**src/rtl/counter_sequencer.sv**
```systemverilog
// counter_sequencer: drives one single-shot period timer through a burst of
// back-to-back periods, with an optional idle gap, and watches the timer's
// 2-bit state code for protocol violations.
module counter_sequencer #(
  parameter int unsigned CNT_W  = 32,
  parameter int unsigned REP_W  = 16,
  parameter int unsigned MARGIN = 16
) (
  input  logic             clk_i,
  input  logic             rstn_i,
  input  logic             arm_i,
  input  logic             abort_i,
  input  logic [CNT_W-1:0] period_i,
  input  logic [REP_W-1:0] repeats_i,
  input  logic [REP_W-1:0] gap_i,
  input  logic [1:0]       timer_status_i,
  output logic             start_o,
  output logic [CNT_W-1:0] n_o,
  output logic             busy_o,
  output logic             tick_o,
  output logic             done_o,
  output logic             error_o,
  output logic [REP_W-1:0] reps_done_o
);

  // Watchdog is one bit wider than the count so period + MARGIN never wraps.
  localparam int unsigned WD_W = CNT_W + 1;

  localparam logic [1:0] TS_IDLE = 2'b00;
  localparam logic [1:0] TS_RUN  = 2'b01;
  localparam logic [1:0] TS_OVF  = 2'b10;
  localparam logic [1:0] TS_BAD  = 2'b11;

  typedef enum logic [2:0] {
    S_IDLE     = 3'd0,
    S_START    = 3'd1,
    S_WAIT_RUN = 3'd2,
    S_WAIT_OVF = 3'd3,
    S_GAP      = 3'd4,
    S_ERR      = 3'd5
  } state_t;

  state_t           state_q;
  logic [CNT_W-1:0] period_q;
  logic [REP_W-1:0] repeats_q;
  logic [REP_W-1:0] gap_q;
  logic [WD_W-1:0]  wd_q;
  logic [REP_W-1:0] gap_cnt_q;
  logic [REP_W-1:0] reps_q;
  logic             start_q;
  logic             busy_q;
  logic             tick_q;
  logic             done_q;
  logic             error_q;

  logic [WD_W-1:0]  wd_inc_d;
  logic [WD_W-1:0]  wd_limit_d;
  logic [REP_W-1:0] reps_inc_d;
  logic [REP_W-1:0] gap_cnt_inc_d;
  logic             last_rep_d;

  // Counter increments and the end-of-burst / timeout thresholds.
  always_comb begin
    wd_inc_d      = wd_q + WD_W'(1);
    wd_limit_d    = {1'b0, period_q} + WD_W'(MARGIN);
    reps_inc_d    = reps_q + REP_W'(1);
    gap_cnt_inc_d = (&gap_cnt_q) ? gap_cnt_q : gap_cnt_q + REP_W'(1);
    last_rep_d    = (repeats_q != '0) && (reps_inc_d == repeats_q);
  end

  // Sequencer FSM with registered outputs; abort overrides every state.
  always_ff @(posedge clk_i) begin
    if (!rstn_i) begin
      state_q   <= S_IDLE;
      period_q  <= '0;
      repeats_q <= '0;
      gap_q     <= '0;
      wd_q      <= '0;
      gap_cnt_q <= '0;
      reps_q    <= '0;
      start_q   <= 1'b0;
      busy_q    <= 1'b0;
      tick_q    <= 1'b0;
      done_q    <= 1'b0;
      error_q   <= 1'b0;
    end else begin
      start_q <= 1'b0;
      tick_q  <= 1'b0;
      done_q  <= 1'b0;
      if (abort_i) begin
        state_q <= S_IDLE;
        busy_q  <= 1'b0;
      end else begin
        case (state_q)
          S_IDLE, S_ERR: begin
            if (arm_i) begin
              period_q  <= period_i;
              repeats_q <= repeats_i;
              gap_q     <= gap_i;
              reps_q    <= '0;
              error_q   <= 1'b0;
              busy_q    <= 1'b1;
              state_q   <= S_START;
            end
          end
          S_START: begin
            if (timer_status_i == TS_BAD) begin
              state_q <= S_ERR;
              busy_q  <= 1'b0;
              error_q <= 1'b1;
            end else if (timer_status_i == TS_IDLE) begin
              start_q <= 1'b1;
              wd_q    <= '0;
              state_q <= S_WAIT_RUN;
            end
          end
          S_WAIT_RUN: begin
            if (timer_status_i == TS_BAD) begin
              state_q <= S_ERR;
              busy_q  <= 1'b0;
              error_q <= 1'b1;
            end else if (timer_status_i == TS_RUN) begin
              wd_q    <= '0;
              state_q <= S_WAIT_OVF;
            end else begin
              wd_q <= wd_inc_d;
              if (wd_inc_d == WD_W'(4)) begin
                state_q <= S_ERR;
                busy_q  <= 1'b0;
                error_q <= 1'b1;
              end
            end
          end
          S_WAIT_OVF: begin
            if ((timer_status_i == TS_BAD) || (timer_status_i == TS_IDLE)) begin
              state_q <= S_ERR;
              busy_q  <= 1'b0;
              error_q <= 1'b1;
            end else if (timer_status_i == TS_OVF) begin
              tick_q <= 1'b1;
              reps_q <= reps_inc_d;
              if (last_rep_d) begin
                done_q  <= 1'b1;
                busy_q  <= 1'b0;
                state_q <= S_IDLE;
              end else begin
                gap_cnt_q <= '0;
                state_q   <= S_GAP;
              end
            end else begin
              wd_q <= wd_inc_d;
              if (wd_inc_d > wd_limit_d) begin
                state_q <= S_ERR;
                busy_q  <= 1'b0;
                error_q <= 1'b1;
              end
            end
          end
          S_GAP: begin
            if (timer_status_i == TS_BAD) begin
              state_q <= S_ERR;
              busy_q  <= 1'b0;
              error_q <= 1'b1;
            end else begin
              gap_cnt_q <= gap_cnt_inc_d;
              if ((gap_cnt_q >= gap_q) && (timer_status_i == TS_IDLE)) begin
                state_q <= S_START;
              end
            end
          end
          default: begin
            state_q <= S_IDLE;
            busy_q  <= 1'b0;
          end
        endcase
      end
    end
  end

  assign start_o     = start_q;
  assign n_o         = period_q;
  assign busy_o      = busy_q;
  assign tick_o      = tick_q;
  assign done_o      = done_q;
  assign error_o     = error_q;
  assign reps_done_o = reps_q;

endmodule

```
**config.mk**
```make
export PLATFORM = sky130hd
export DESIGN_NAME = counter_sequencer
export DESIGN_NICKNAME = d
export VERILOG_FILES = /design/src/rtl/counter_sequencer.sv
export SDC_FILE = /design/constraint.sdc
export NUM_CORES = 1
export LEC_CHECK = 0
export CELL_PAD_IN_SITES_DETAIL_PLACEMENT = 1
export CELL_PAD_IN_SITES_GLOBAL_PLACEMENT = 1
export CORE_UTILIZATION = 37
export DETAILED_ROUTE_END_ITERATION = 10
export GPL_ROUTABILITY_DRIVEN = 0
export HOLD_SLACK_MARGIN = 0.02
export MAX_ROUTING_LAYER = met4
export PLACE_DENSITY_LB_ADDON = 0.1
export SYNTH_ARGS = -nofsm -noshare
export SYNTH_HDL_FRONTEND = slang
export SYNTH_SLANG_ARGS = --single-unit
```
**constraint.sdc**
```tcl
create_clock -name clk_i -period 4 [get_ports clk_i]
set_input_delay 0.6 -clock clk_i [delete_from_list [all_inputs] [get_ports clk_i]]
set_output_delay 0.6 -clock clk_i [all_outputs]
set_load 0.05 [all_outputs]
```
==> flow_summary.toml, run 1 <==
[detailed_routing]
routedWlPerCell_microns = 17.75
drtIter0Drc = 308
num_vias = 9126
drc = 0
wirelength_microns = 29870
firstDrtPassIters = 5
postRouteAntennaNets = 0
vias_per_cell = 5.422

[global_routing]
antenna_found_initial = 0
overflow = 0
grt_max_degree = 84
grt_pass1_vias = 9347
grt_first_pass_wirelength_microns = 49240
track_usage_pct = 24.86

[critical_path]
crit_path_end_kind = "register"
crit_type = "register to register"
cp.required_ns = 4.33
setup.worst_path.start_class = "register"
worstPathArrival_ns = 4.44
cp_max_fo = 5

[yosys]
synth_top_cell_area_share_pct = 30.03
synth_most_common_cell = "nand2_1"
synth_area_sq_um = 9134
yosys_warnings = 0
synth_flop_cell = "dfxtp_1"
synth.avg_cell_area_sq_um = 7.734
yosysSeqAreaShare_pct = 30.03
syn_nets = 1309
synth_edf_count = 0
async_reset_ff_share_pct = 0
synth_common_cells = "nand2_1, dfxtp_1, a21boi_0, ha_1, clkbuf_1"
synth_cells = 1181
ys_types = 70
synth.area.top_cells = "dfxtp_1, nand2_1, ha_1"
synth-seq-cells = 137
synth_top_area_cell = "dfxtp_1"

[place]
place_area_sq_um = 11180
portBuffers = 122
dp_hpwl_microns = 21770

[sta]
fin_crit_sh_pct = 102.8
fin_crit_ns = 4.113
slew_headroom_pct = 52.38
rsz0062_at_grt = "yes"
tightest_slew_ns = 0.6963
skew_ns = 0.01522
setup_violations = 3
worst_slack_ns = -0.1128
slew_violations = 0
fmax_mhz = 243.1
hold_violations = 0
whs_ns = 0.4655

[cts]
cts_hold_buffers = 0
cts_sinks = 137
clock-root-buffer = "clkbuf_16"
clk_latency_ns = 0.44
cts.clk_slew.worst_paths_ns = 0.06
htree_levels = 4
clk_path_buf_depth = 2
cts_tree = "done"
cts_made_buffers = 17

[power]
power_density_nw_per_um2 = 289.7
swShare_pct = 28.84
irDropWorstVdd_uv = 201.2
switchingPower_mw = 1.005
p_clk_share_pct = 46.0
p_int_mw = 2.480
combinationalPowerShare_pct = 12.9
seqPwrFrac_pct = 41.1
power.leakage_nw = 4.506

[die]
die_x_microns = 159.1
die_area_sq_um = 25320
die_h_microns = 159.1
rows = 57
core_sq_um = 24250
io_pins = 123
start_util_pct = 37.67

[flow_run]
maxCapViolations = 0

[outcome]
violations = "negative setup slack"
status = "complete, but fails checks"

[hold_path]
hold_path.class = "register to register"

[final_layout]
final_nets = 1474
final_area_sq_um = 12030
final_layout_size_suffix_gt1_share_pct = 14.13
antenna_cells = 0
syn_to_final_growth_pct = 31.70
==> worst max-delay path, stage by stage (launching register included) <==
cell and delay [ns]:
dfxtp_4 0.34, and3_4 0.18, and3_4 0.19, nand2_2 0.05
or2_4 0.26, nor2_4 0.15, nand2_2 0.08, nor2_2 0.14
nand4_1 0.17, xor2_2 0.21, ha_4 0.28, nand4_1 0.18
nor4_4 0.36, nor3b_2 0.25, a21oi_1 0.09, a31o_2 0.25
a2111o_1 0.47, and2_4 0.20, o21a_1 0.17
==> kinds of logic (layout without fill, tap and decap cells) <==
family	count (synthesis)	in the layout	synth area share [%]
xor+xnor	76	76	7.288
flops	137	137	30.03
buf+inv	114	292	5.000
fa+ha+maj	58	58	7.945
mux	4	4	0.4521
compound gates	271	271	20.36
simple gates	521	521	28.93
==> final cells by class <==
type                            count  area [sq um]
Clock inverter                     15         151.4
Timing Repair Buffer              219          1961
Fill cell                        2944         12220
Multi-Input combinational cell    930          6163
Clock buffer                       17         425.4
Inverter                           41         153.9
Tap cell                          324         405.4
Sequential cell                   137          2769
==> per-stage QoR <==
step	power, mW	util (%)	std cells	TNS (ns)	setup slack (ns)
detailed placement	1.904	46.11	1640	-0.3868	-0.1730
global placement	1.897	46.11	1640	-0.01462	-0.01462
global route	3.637	49.61	1683	-0.6811	-0.2452
finish	3.485	49.61	1683	-0.2461	-0.1128
floorplan	1.704	-	1181	0	0.003781
CTS	3.522	49.21	1680	-0.02538	-0.02538
==> path summary, 6_finish.rpt <==
path,slack (ns),from,endpoint,cells past startpoint
min,0.47,gap_q[12],gap_q[12],2
min reg2reg,0.47,gap_q[12],gap_q[12],2
max,-0.11,n_o[8],state_q[0],18
max reg2reg,-0.11,n_o[8],state_q[0],18
==> metal layers <==
metal  global-route usage (%)  vias up  wire [microns]
met5                        -        -               0
met4                    7.386        0             544
met3                    3.699       43             709
met2                    41.47      138           14670
met1                    30.97     4411           13950
li1                         -     4534               -
==> timing repair <==
item | CTS | global route
pin swaps | 19 | 8
endpoints found under the setup margin | 4 | 5
buffers inserted | 8 | 3
gates resized for setup | 21 | 12
==> power groups by stage <==
stage	Combinational (mW)	Sequential, mW	Clock, mW
final	0.450	1.43	1.60
after global routing	0.494	1.44	1.71
after CTS	0.451	1.43	1.64
after detailed placement	0.441	1.46	0
after global placement	0.435	1.46	0
after floorplan	0.188	1.52	0
==> registers in the layout, summed over array words and instances, names as in the netlist <==
register,count
busy_o,1
done_o,1
error_o,1
gap_cnt_q,16
gap_q,16
n_o,32
repeats_q,16
reps_done_o,16
start_o,1
state_q,3
tick_o,1
wd_q,33
==> layout by cell type (no fill, tap or decap), drive strengths merged, types with 23 or more instances in the layout <==
cell           count
o21ai             49
nor4              26
nor2              35
buf               98
clkdlybuf4s50    121
nor2b             41
xnor2             41
ha                58
inv               51
nand2            208
nand4             27
nor3              34
xor2              35
nand3             47
a21boi            73
a21oi             49
dfxtp            137
and3              23
Note: power is estimated with default switching activity, not from simulation.
==> run 2: changes to the inputs <==
--- a/config.mk
+++ b/config.mk
@@ -7,7 +7,9 @@
 export LEC_CHECK = 0
 export CELL_PAD_IN_SITES_DETAIL_PLACEMENT = 1
 export CELL_PAD_IN_SITES_GLOBAL_PLACEMENT = 1
-export CORE_UTILIZATION = 37
+export CORE_UTILIZATION = 38
+export CTS_BUF_LIST = sky130_fd_sc_hd__clkbuf_2
+export CTS_CLUSTER_DIAMETER = 100
 export DETAILED_ROUTE_END_ITERATION = 10
 export GPL_ROUTABILITY_DRIVEN = 0
 export HOLD_SLACK_MARGIN = 0.02
==> flow_summary.toml, run 2 (synthesis gave the netlist of run 1 again) <==
[outcome]
status = "complete, but fails checks"
violations = "negative setup slack"

[cts]
cts_sinks = 137
htree_levels = 4
clock-root-buffer = "clkbuf_2"
cts.clk_slew.worst_paths_ns = 0.25
cts_made_buffers = 17
cts_tree = "done"
clk_latency_ns = 0.77
clk_path_buf_depth = 2

[hold_path]
hold_start = "rstn_i"
hold_path.class = "input port to register"
hold_depth = 2
min_delay_worst_endpoint = "reps_done_o[6]"

[die]
die_x_microns = 157.0
rows = 56
die_h_microns = 157.0
die_area_sq_um = 24660
start_util_pct = 38.80
io_pins = 123
core_sq_um = 23540

[critical_path]
cpMostUsedCell = "ha_4"
cp_max_fo = 5
r2r_setup_slack_ns = -0.02
setup.worst_path.start_class = "register"
r2r-end = "state_q[0]"
timing.rr.start = "wd_q[1]"
worstPathArrival_ns = 4.69
cp.required_ns = 4.66
crit_path_end_kind = "register"
cp_slowest_cell = "or4_4"
worst-r2r-cell-count = 14
max_stage_delay_ns = 0.56
worstPathCellList = "ha_4 -> nand4_4 -> or4_4 -> o31a_1 -> or2_4 -> ha_4 -> nand4_1 -> nor4_2 -> nor3b_2 -> a21oi_1 -> a31o_2 -> a2111o_1 -> and2_1 -> o21a_1"
crit_type = "register to register"

[power]
power_mw = 2.805
power.leakage_nw = 4.355
seqPwrFrac_pct = 51.3
p_int_mw = 1.910
combinationalPowerShare_pct = 15.8
swShare_pct = 31.93
irDropWorstVdd_uv = 133.6
p_clk_share_pct = 32.9
power_density_nw_per_um2 = 240.4
switchingPower_mw = 0.8957

[detailed_routing]
postRouteAntennaNets = 0
drc = 0
drtIter0Drc = 454
vias_per_cell = 5.464
routedWlPerCell_microns = 17.55
firstDrtPassIters = 5
wirelength_microns = 29500
num_vias = 9185

[place]
dp_cells = 1638
dp_hpwl_microns = 22310
portBuffers = 122

[sta]
fin_crit_ns = 4.023
slew_violations = 0
fin_crit_sh_pct = 100.6
tightest_slew_ns = 0.7512
rsz0062_at_grt = "yes"
fmax_mhz = 248.6
hold_violations = 0
skew_ns = 0.05221
setup_violations = 1
fin_tns_setup_ns = -0.02327
worst_slack_ns = -0.02327
slew_headroom_pct = 48.63

[final_layout]
largest_reg_flops = 33
top_register = "wd_q"
final_common_cell = "nand2_1"
final_layout_size_suffix_gt1_share_pct = 14.19
stdcell_count = 1681
final_nets = 1475
syn_to_final_growth_pct = 27.74
final_cell_mix = "nand2_1, dfxtp_1, clkdlybuf4s50_1"

[flow_run]
maxCapViolations = 0

[global_routing]
track_usage_pct = 25.53
overflow = 0
grt_max_degree = 56
grt_pass1_vias = 9304
antenna_found_initial = 1
grt_first_pass_wirelength_microns = 48050
## run 2: metal layers
layer | GRT usage (%) | vias up | wire (microns) | part of all wire, %
met3 | 4.075 | 36 | 954 | 3.2
met5 | - | - | 0 | 0
met1 | 31.17 | 4471 | 13410 | 45
met4 | 7.027 | 0 | 535 | 1.8
met2 | 43.45 | 137 | 14610 | 50
li1 | - | 4541 | - | -
## run 2: through the flow
stage	hold WS, ns	instance area [sq um]	util [%]	setup slack [ns]
after floorplan	0.4435	9194	-	0.003781
after global placement	0.4540	11180	47.51	0.04489
after detailed placement	0.4572	11180	47.51	-0.2298
after CTS	0.1566	11590	49.25	-0.02162
after global routing	0.1418	11670	49.56	-0.1737
final	0.2137	11670	49.56	-0.02327
## run 2: what timing repair did
item / CTS / global route
hold buffers: 0 / 0
pin swaps: 17 / 3
endpoints found under the setup margin: 4 / 5
gates resized for setup: 19 / 12
setup buffers: 8 / 1
## run 2: worst max path at each step
stage | start | endpoint | slack (ns)
floorplan | wd_q[0] | state_q[0] | 0.004
global placement | wd_q[0] | state_q[0] | 0.04
detailed placement | n_o[8] | state_q[0] | -0.23
CTS | n_o[8] | state_q[0] | -0.02
global route | n_o[8] | state_q[0] | -0.17
finish | wd_q[1] | state_q[0] | -0.02
## run 2: layout make-up
class | count | area, sq um
inverter | 41 | 153.9
fill | 2914 | 11880
timing repair buffer | 220 | 1956
clock inverter | 14 | 158.9
multi-input combinational | 930 | 6133
tap | 319 | 399.1
sequential | 137 | 2771
antenna | 2 | 5.005
clock buffer | 18 | 90.09
## run 2: power by group through the flow
stage,clock network [mW],logic [mW],registers [mW]
4_1_cts,0.951,0.449,1.44
6_report,0.923,0.445,1.44
3_5_place_dp,0,0.441,1.46
2_1_floorplan,0,0.188,1.52
3_3_place_gp,0,0.434,1.46
5_1_grt,1.02,0.487,1.45
## run 2: critical path: cells and delay by family (launching register included)
| kind | cells | cell delay, ns |
|---|---|---|
| and+or+nand+nor | 7 | 1.89 |
| AOI/OAI and AO/OA | 5 | 1.22 |
| DFF | 1 | 0.41 |
| adders and majority gates | 2 | 0.42 |
